`src/rtl/add_seq_ctrl.sv`:
```
// rtl/add_seq_ctrl.sv - limb-serial multi-precision adder controller driving an external 16-bit datapath
//
// Ports:
//   clk, rstn                       clock, synchronous active-low reset
//   in_valid/in_ready               request handshake; op_a, op_b, cin_in sampled on acceptance
//   out_valid/out_ready             result handshake; sum_out, carry_out held until consumed
//   busy                            high whenever the controller is not idle
//   dp_d_a, dp_d_b, dp_en_a/b       operand limb and load enables for the datapath input registers
//   dp_en_result, dp_cin            result register enable and carry-in for the datapath adder
//   dp_result, dp_cout              stored datapath sum limb and its combinational carry-out
module add_seq_ctrl #(
   parameter int N_LIMBS = 4
) (
   input  logic                   clk,
   input  logic                   rstn,
   input  logic                   in_valid,
   output logic                   in_ready,
   input  logic [16*N_LIMBS-1:0]  op_a,
   input  logic [16*N_LIMBS-1:0]  op_b,
   input  logic                   cin_in,
   output logic                   out_valid,
   input  logic                   out_ready,
   output logic [16*N_LIMBS-1:0]  sum_out,
   output logic                   carry_out,
   output logic                   busy,
   output logic [15:0]            dp_d_a,
   output logic [15:0]            dp_d_b,
   output logic                   dp_en_a,
   output logic                   dp_en_b,
   output logic                   dp_en_result,
   output logic                   dp_cin,
   input  logic [15:0]            dp_result,
   input  logic                   dp_cout
);

   localparam int W     = 16 * N_LIMBS;
   localparam int IDX_W = (N_LIMBS > 1) ? $clog2(N_LIMBS) : 1;
   localparam logic [IDX_W-1:0] LAST_IDX = IDX_W'(N_LIMBS - 1);

   typedef enum logic [2:0] {
      S_IDLE,
      S_LOAD,
      S_ADD,
      S_CAPT,
      S_DONE
   } state_t;

   state_t            r_state;
   logic [IDX_W-1:0]  r_idx;
   logic              r_carry;
   logic [W-1:0]      r_op_a;
   logic [W-1:0]      r_op_b;
   logic [W-1:0]      r_sum;

   logic              r_in_ready;
   logic              r_out_valid;
   logic [W-1:0]      r_sum_out;
   logic              r_carry_out;
   logic              r_busy;
   logic [15:0]       r_dp_d_a;
   logic [15:0]       r_dp_d_b;
   logic              r_dp_en_a;
   logic              r_dp_en_b;
   logic              r_dp_en_result;
   logic              r_dp_cin;

   logic [IDX_W-1:0]  w_idx_nxt;
   logic [W-1:0]      w_sum_nxt;

   assign w_idx_nxt = r_idx + IDX_W'(1);

   // Sum buffer with the limb being captured this cycle already merged in,
   // so the final limb reaches sum_out on the same edge that enters DONE.
   always_comb begin
      w_sum_nxt = r_sum;
      w_sum_nxt[r_idx*16 +: 16] = dp_result;
   end

   // All outputs are registered: each one is assigned on the edge that
   // enters the state in which it must be visible.
   always_ff @(posedge clk) begin
      if (!rstn) begin
         r_state        <= S_IDLE;
         r_idx          <= '0;
         r_carry        <= 1'b0;
         r_op_a         <= '0;
         r_op_b         <= '0;
         r_sum          <= '0;
         r_in_ready     <= 1'b1;
         r_out_valid    <= 1'b0;
         r_sum_out      <= '0;
         r_carry_out    <= 1'b0;
         r_busy         <= 1'b0;
         r_dp_d_a       <= '0;
         r_dp_d_b       <= '0;
         r_dp_en_a      <= 1'b0;
         r_dp_en_b      <= 1'b0;
         r_dp_en_result <= 1'b0;
         r_dp_cin       <= 1'b0;
      end else begin
         case (r_state)
            S_IDLE: begin
               if (in_valid) begin
                  r_op_a     <= op_a;
                  r_op_b     <= op_b;
                  r_carry    <= cin_in;
                  r_idx      <= '0;
                  r_in_ready <= 1'b0;
                  r_busy     <= 1'b1;
                  r_dp_d_a   <= op_a[15:0];
                  r_dp_d_b   <= op_b[15:0];
                  r_dp_en_a  <= 1'b1;
                  r_dp_en_b  <= 1'b1;
                  r_state    <= S_LOAD;
               end
            end
            S_LOAD: begin
               r_dp_d_a       <= '0;
               r_dp_d_b       <= '0;
               r_dp_en_a      <= 1'b0;
               r_dp_en_b      <= 1'b0;
               r_dp_en_result <= 1'b1;
               r_dp_cin       <= r_carry;
               r_state        <= S_ADD;
            end
            S_ADD: begin
               // dp_cout is the carry of the limb add presented this cycle.
               r_carry        <= dp_cout;
               r_dp_en_result <= 1'b0;
               r_dp_cin       <= 1'b0;
               r_state        <= S_CAPT;
            end
            S_CAPT: begin
               r_sum <= w_sum_nxt;
               if (r_idx == LAST_IDX) begin
                  r_sum_out   <= w_sum_nxt;
                  r_carry_out <= r_carry;
                  r_out_valid <= 1'b1;
                  r_state     <= S_DONE;
               end else begin
                  r_idx     <= w_idx_nxt;
                  r_dp_d_a  <= r_op_a[w_idx_nxt*16 +: 16];
                  r_dp_d_b  <= r_op_b[w_idx_nxt*16 +: 16];
                  r_dp_en_a <= 1'b1;
                  r_dp_en_b <= 1'b1;
                  r_state   <= S_LOAD;
               end
            end
            S_DONE: begin
               if (out_ready) begin
                  r_out_valid <= 1'b0;
                  r_busy      <= 1'b0;
                  r_in_ready  <= 1'b1;
                  r_state     <= S_IDLE;
               end
            end
            default: begin
               r_state     <= S_IDLE;
               r_in_ready  <= 1'b1;
               r_busy      <= 1'b0;
               r_out_valid <= 1'b0;
            end
         endcase
      end
   end

   assign in_ready     = r_in_ready;
   assign out_valid    = r_out_valid;
   assign sum_out      = r_sum_out;
   assign carry_out    = r_carry_out;
   assign busy         = r_busy;
   assign dp_d_a       = r_dp_d_a;
   assign dp_d_b       = r_dp_d_b;
   assign dp_en_a      = r_dp_en_a;
   assign dp_en_b      = r_dp_en_b;
   assign dp_en_result = r_dp_en_result;
   assign dp_cin       = r_dp_cin;

endmodule

```
`config.mk`:
```
export PLATFORM = sky130hd
export DESIGN_NAME = add_seq_ctrl
export DESIGN_NICKNAME = d
export VERILOG_FILES = /design/src/rtl/add_seq_ctrl.sv
export SDC_FILE = /design/constraint.sdc
export NUM_CORES = 1
export LEC_CHECK = 0
export CAP_MARGIN = 20
export CORE_MARGIN = 2
export CORE_UTILIZATION = 51
export DETAILED_ROUTE_END_ITERATION = 10
export PLACE_DENSITY = 0.78
export SYNTH_ARGS = -nofsm -noshare
export SYNTH_HDL_FRONTEND = slang
export SYNTH_SLANG_ARGS = --single-unit
export TNS_END_PERCENT = 10
```
`constraint.sdc`:
```
create_clock -name clk -period 3.3 [get_ports clk]
set_clock_uncertainty 0.1 [all_clocks]
set_input_delay 0.66 -clock clk [delete_from_list [all_inputs] [get_ports clk]]
set_output_delay 0.66 -clock clk [all_outputs]
set_load 0.02 [all_outputs]
```
==> impl_metrics.csv, run 1 <==
group,metric,value,unit
worst_setup_path,critical_path.top_delay_family,"simple AND/OR/NAND/NOR gates",
die,core,22700,sq um
clocking,cts_num_sinks,285,
min_path,hold_class,"register to register",
detailed_routing,drt_iter0_drc,1174,
worst_setup_path,path_buf_inv,1,
placed_design,place_ws,0.654,ns
clocking,cts.clk_slew.worst_paths,0.06,ns
clocking,htreeDepth,1,
detailed_routing,drt_wl_total,34500,um
sta,hold_viol,0,
detailed_routing,vias_per_cell,5.85,
global_route,antenna_found_initial,3,
final_layout,nNetsFinal,1692,
global_route,grt-ovfl-total,0,
clocking,cts-root-buf,"clkbuf_16",
worst_setup_path,crit_type,"register to register",
power,ir_worst_vdd,340,uV
clocking,cts_inserted_buffers,29,
worst_setup_path,cp_slowest_cell,"and4b_2",
sta,rsz0062_at_grt,"false",
die,die-height,156,um
synthesis,synth-edff-count,0,
global_route,grt_max_degree,120,
sta,fin_crit_sh,0.759,
job,maxCapViolCount,0,
clocking,clk_path_buf_depth,3,
worst_setup_path,slowest_delay,0.87,ns
die,initial_utilization,0.522,
placed_design,dp_hpwl,21800,um
detailed_routing,dr.pass1.iters,5,
power,p_per_area,576,nW/um^2
synthesis,synthFlopType,"dfxtp_1",
sta,fin_setup_tns,0,ns
worst_setup_path,reg2reg_slack,0.80,ns
placed_design,port_buffers,253,
worst_setup_path,arrival,2.87,ns
sta,final_max_slew_viol_count,0,
sta,finalSetupViolCount,0,
detailed_routing,drc_errors,0,
sta,maxSlewHeadroom,0.365,
sta,fmax,399,MHz
detailed_routing,num_vias,10801,
final_layout,drive_gt1_frac,0.0982,
global_route,track_usage,0.269,
synthesis,yosysUniqueCellTypes,46,
worst_setup_path,worstPathCellList,"and4b_2, buf_12, o21ai_0, a21oi_1",
final_layout,final_core_util,0.672,
synthesis,netlist_instances,1367,
die,rows,55,
global_route,grt_pass1_vias,10142,
sta,worst_pin_slew,0.952,ns
sta,period_needed,2.50,ns
power,p_leak,5.46,nW
clocking,post_cts_buffers,0,
clocking,postCtsHoldBufs,0,
clocking,clkLatencyLatePin,0.54,ns
global_route,grt_pass1_wl,53400,um
final_layout,area_growth,28.8,%
clocking,cts_resized,0,
synthesis,netlist_area,11900,sq um
detailed_routing,avgRoutedWirePerCell,18.7,um
synthesis,async_flop_share,0,
synthesis,syn_area_per_cell,8.67,sq um
die,die_w,156,um
sta,setup_ws,0.796,ns
worst_setup_path,start_kind,"register",
run_status,status,"complete, no violations",
worst_setup_path,cp_max_fo,68,
die,die-area,24500,sq um
worst_setup_path,required,3.66,ns
synthesis,syn_nets,1522,
worst_setup_path,crit_path_end_kind,"register",
die,io_pins,254,
synthesis,yosysSeqAreaShare,0.481,
clocking,cts_tree,"built",
detailed_routing,ant_nets,0,
synthesis,yosys_warnings,0,
placed_design,gp_congestion,0.821,
synthesis,ys_ff_latch,285,
[area by class of cell]
cell class                      count  area, sq um
Multi-Input combinational cell    935         5380
Clock buffer                       45          926
Sequential cell                   285         5710
Clock inverter                      7         85.1
Inverter                           10         42.5
Tap cell                          285          357
Fill cell                        1832         7440
Timing Repair Buffer              276         2760
Antenna cell                        3         7.51
[per-layer routing]
| layer | track usage | vias up | wire length, um |
|---|---|---|---|
| met1 | 0.370 | 5072 | 14500 |
| met3 | 0.0407 | 61 | 2960 |
| li1 | - | 5173 | - |
| met2 | 0.440 | 495 | 16300 |
| met5 | 0 | - | 0 |
| met4 | 0.0791 | 0 | 802 |
[cells in the final DEF, fill, tap and decap left out, types with 4 or more instances in the layout]
cell,Yosys,final
nand2_1,307,307
dfxtp_1,285,284
a21oi_1,252,252
clkdlybuf4s50_1,0,252
o21ai_0,95,95
mux2_2,64,64
a22oi_1,41,41
a211oi_1,32,32
a311oi_1,32,32
clkbuf_16,0,29
a32oi_1,24,24
buf_4,24,18
nor2b_1,18,17
clkbuf_8,0,14
a22o_1,13,13
nand3_1,10,10
inv_1,9,9
nor2_1,5,5
ha_1,5,5
clkinv_2,0,5
buf_12,0,5
nand4b_1,4,4
[path summary, 6_finish.rpt]
kind | startpoint | to | cells past startpoint
min reg2reg | r_op_b[12] | r_op_b[12] | 2
max | r_state[0] | sum_out[1] | 4
min | r_op_b[12] | r_op_b[12] | 2
max reg2reg | r_state[0] | sum_out[1] | 4
[logic make-up after synthesis]
| family | Yosys count | share of synthesized area |
|---|---|---|
| AND/OR/NAND/NOR | 369 | 0.135 |
| XOR/XNOR | 1 | 0.000739 |
| adder cells (fa/ha/maj) | 5 | 0.00528 |
| multiplexers | 66 | 0.0625 |
| buffers and inverters | 147 | 0.0678 |
| flip-flops | 285 | 0.481 |
| AO/OA/AOI/OAI | 494 | 0.247 |
[report_power, final]
part	leakage, nW	switching (W)	internal [W]
sequential	2.33	0.000160	0.00371
combinational	2.62	0.000847	0.000665
clock	0.508	0.00135	0.00207
total	5.46	0.00235	0.00645
[registers in the layout, indices dropped and copies added, names as in the netlist]
name and cells:
busy 1, r_state 3, r_idx 2, r_carry 1, sum_out 64, in_ready 1, out_valid 1, r_op_b 64
dp_en_b 1, dp_en_result 1, dp_d_a 16, carry_out 1, r_sum 48, dp_d_b 16, r_op_a 64, dp_cin 1
[synth_stat cells (2+ instances only)]
| master | count | area, sq um |
|---|---|---|
| buf_1 | 3 | 11.3 |
| nand4b_1 | 4 | 35.0 |
| buf_2 | 32 | 160 |
| clkbuf_1 | 61 | 229 |
| mux2i_1 | 2 | 20.0 |
| nor4bb_1 | 2 | 20.0 |
| a32oi_1 | 24 | 210 |
| buf_4 | 24 | 180 |
| inv_1 | 9 | 33.8 |
| nand2_1 | 307 | 1150 |
| mux2_2 | 64 | 721 |
| ha_1 | 5 | 62.6 |
| a311oi_1 | 32 | 280 |
| a21o_1 | 2 | 15.0 |
| a22oi_1 | 41 | 308 |
| a21oi_1 | 252 | 1260 |
| nor2_1 | 5 | 18.8 |
| nor3b_1 | 2 | 15.0 |
| and4b_1 | 4 | 40.0 |
| buf_6 | 16 | 180 |
| dfxtp_1 | 285 | 5710 |
| nor3_1 | 2 | 10.0 |
| nor3b_2 | 2 | 25.0 |
| o21ai_0 | 95 | 475 |
| nand2b_1 | 2 | 12.5 |
| nor2b_1 | 18 | 113 |
| nand3_1 | 10 | 50.1 |
| a22o_1 | 13 | 114 |
| a211oi_1 | 32 | 240 |
[tightest hold or removal path: stages (launching register included)]
cell and delay [ns]:
dfxtp_1 0.31, nand2_1 0.05, a21oi_1 0.05
[per-stage QoR]
step	power, W	hold WS (ns)	area, sq um	cells
2_1_floorplan	0.00489	0.333	11900	1367
3_3_place_gp	0.00540	0.338	14200	1791
3_5_place_dp	0.00543	0.344	14200	1791
4_1_cts	0.00881	0.354	15300	1843
5_1_grt	0.00913	0.368	15300	1846
6_report	0.00880	0.352	15300	1846
Note: power is estimated with default switching activity, not from simulation.
==> inputs of run 2 (changes only) <==
Settings changed: CORE_UTILIZATION 51 to 46, PLACE_DENSITY 0.78 to 0.74.
Clock period 3.3 ns to 2.2 ns, I/O delays scaled along.
==> run 2 against run 1 <==
Effect of this change:
- cell count increased by 3.3%
- wire length increased by 1.7%
- first-iteration DRC count is 11% lower
- clock power is 65% higher
- register-to-register slack lost 0.62 ns
- die area grew 11%
- utilization down 5.1 points
- critical path depth shrank 3
- total power rose by 57%
- largest power group unchanged
==> impl_metrics.csv, run 2 (synthesis gave the netlist of run 1 again) <==
group,metric,value,unit
run_status,status,"complete, no violations",
detailed_routing,ant_nets,0,
worst_setup_path,start_kind,"register",
detailed_routing,avgRoutedWirePerCell,18.4,um
power,p_leak,5.63,nW
clocking,cts_num_sinks,285,
worst_setup_path,required,1.66,ns
worst_setup_path,cp_slowest_cell,"clkdlybuf4s50_1",
sta,fin_setup_tns,0,ns
worst_setup_path,arrival,1.58,ns
worst_setup_path,critPathCapture,"dp_d_a[11]",
detailed_routing,num_vias,10872,
global_route,antenna_found_initial,2,
worst_setup_path,path_buf_inv,1,
final_layout,nNetsFinal,1710,
power,p_per_area,880,nW/um^2
clocking,postCtsHoldBufs,0,
final_layout,mostFrequentLayoutCell,"nand2_1",
clocking,cts_inserted_buffers,30,
clocking,cts_tree,"built",
die,initial_utilization,0.469,
global_route,grt-ovfl-total,0,
worst_setup_path,rr_startpoint,"r_idx[0]",
detailed_routing,drc_errors,0,
worst_setup_path,crit_type,"register to output port",
worst_setup_path,critical_path.top_delay_family,"buffers and inverters",
die,io_pins,254,
power,p_sw,0.00356,W
clocking,cts_resized,0,
final_layout,area_growth,32.4,%
clocking,post_cts_buffers,0,
power,p_clk_frac,0.406,
sta,worst_pin_slew,0.581,ns
placed_design,placed_cell_area,14600,sq um
final_layout,mostFrequentLayoutCells,"nand2_1, dfxtp_1, a21oi_1, clkdlybuf4s50_1, o21ai_0",
placed_design,gp_congestion,0.806,
detailed_routing,vias_per_cell,5.70,
worst_setup_path,slowest_delay,0.63,ns
final_layout,final_area,15700,sq um
placed_design,dp_hpwl,22900,um
worst_setup_path,reg2reg_slack,0.18,ns
die,die-area,27100,sq um
sta,finalSetupViolCount,0,
power,swShare,0.258,
worst_setup_path,startpoint,"dp_d_a[11]",
global_route,grt_pass1_wl,54500,um
sta,maxSlewHeadroom,0.612,
sta,final_max_slew_viol_count,0,
die,die_w,165,um
clocking,cts-root-buf,"clkbuf_16",
min_path,min_path_cells,3,
clocking,clkLatencyLatePin,0.53,ns
sta,period_needed,2.12,ns
worst_setup_path,cp_max_fo,2,
final_layout,nFillCells,2163,
worst_setup_path,rr_endpoint,"dp_d_a[11]",
clocking,cts.clk_slew.worst_paths,0.06,ns
worst_setup_path,crit_cells,1,
worst_setup_path,worstPathCellList,"clkdlybuf4s50_1",
detailed_routing,dr.pass1.iters,5,
power,ir_worst_vdd,474,uV
sta,hold_viol,0,
sta,fin_crit_sh,0.965,
clocking,htreeDepth,1,
detailed_routing,drt_wl_total,35100,um
sta,fmax,471,MHz
sta,rsz0062_at_grt,"false",
power,power.internal,0.0102,W
global_route,grt_max_degree,71,
placed_design,port_buffers,253,
die,rows,58,
die,die-height,165,um
power,p_seq_frac,0.420,
global_route,grt_pass1_vias,10217,
detailed_routing,drt_iter0_drc,1040,
die,core,25300,sq um
global_route,track_usage,0.250,
clocking,clk_path_buf_depth,3,
final_layout,drive_gt1_frac,0.108,
power,p_comb_frac,0.173,
job,maxCapViolCount,0,
worst_setup_path,crit_path_end_kind,"output port",
min_path,hold_class,"input pin to register",
worst_setup_path,r2r_cells,6,
[run 2: cell count changes in the layout (fill, tap and decap cells not counted)]
cell        change
buf_12         +11
clkbuf_8       -11
buf_4           +6
bufinv_16       +6
clkbuf_16       +2
inv_4           +2
clkbuf_1        +1
clkinvlp_4      +1
diode_2         -1
ha_1            -1
ha_4            +1
inv_6           -1
[run 2: worst min path at each step]
stage | slack, ns | to | start
after global placement | 0.34 | r_op_a[7] | r_op_a[7]
after CTS | 0.27 | in_ready | rstn
after detailed placement | 0.34 | r_op_a[58] | r_op_a[58]
final | 0.31 | in_ready | rstn
after floorplan | 0.33 | r_op_a[0] | r_op_a[0]
after global routing | 0.31 | in_ready | rstn
[run 2: through the flow]
| step | setup WS (ns) | hold WS [ns] | power [W] | instances | util |
|---|---|---|---|---|---|
| 3_5_place_dp | 0.00806 | 0.344 | 0.00828 | 1853 | 0.577 |
| 6_report | 0.0774 | 0.306 | 0.0138 | 1907 | 0.621 |
| 2_1_floorplan | -0.0409 | 0.333 | 0.00733 | 1367 | - |
| 5_1_grt | 0.0305 | 0.311 | 0.0144 | 1907 | 0.621 |
| 3_3_place_gp | 0.0455 | 0.338 | 0.00822 | 1853 | 0.577 |
| 4_1_cts | 0.0740 | 0.265 | 0.0139 | 1905 | 0.621 |
[run 2: layer usage]
metal	global-route usage	vias up	wire [um]
met1	0.344	5109	15100
met4	0.0704	0	809
met3	0.0354	55	2800
li1	-	5216	-
met2	0.411	492	16500
met5	0	-	0
[run 2: power by group through the flow]
stage	sequential [W]	combinational, W	clock [W]
floorplan	0.00597	0.00136	0
global placement	0.00588	0.00234	0
detailed placement	0.00590	0.00238	0
CTS	0.00579	0.00239	0.00572
global route	0.00584	0.00260	0.00592
finish	0.00580	0.00240	0.00561
[run 2: cell type report]
class                   instances  area [sq um]  share of cell area
repair buffers                293          3030               0.193
flip-flops and latches        285          5710               0.364
inverters                      10          40.0             0.00255
well taps                     330           413              0.0263
diodes                          2          5.00            0.000319
multi-input cells             935          5390               0.344
clock inverters                15           279              0.0178
clock buffers                  37           828              0.0528
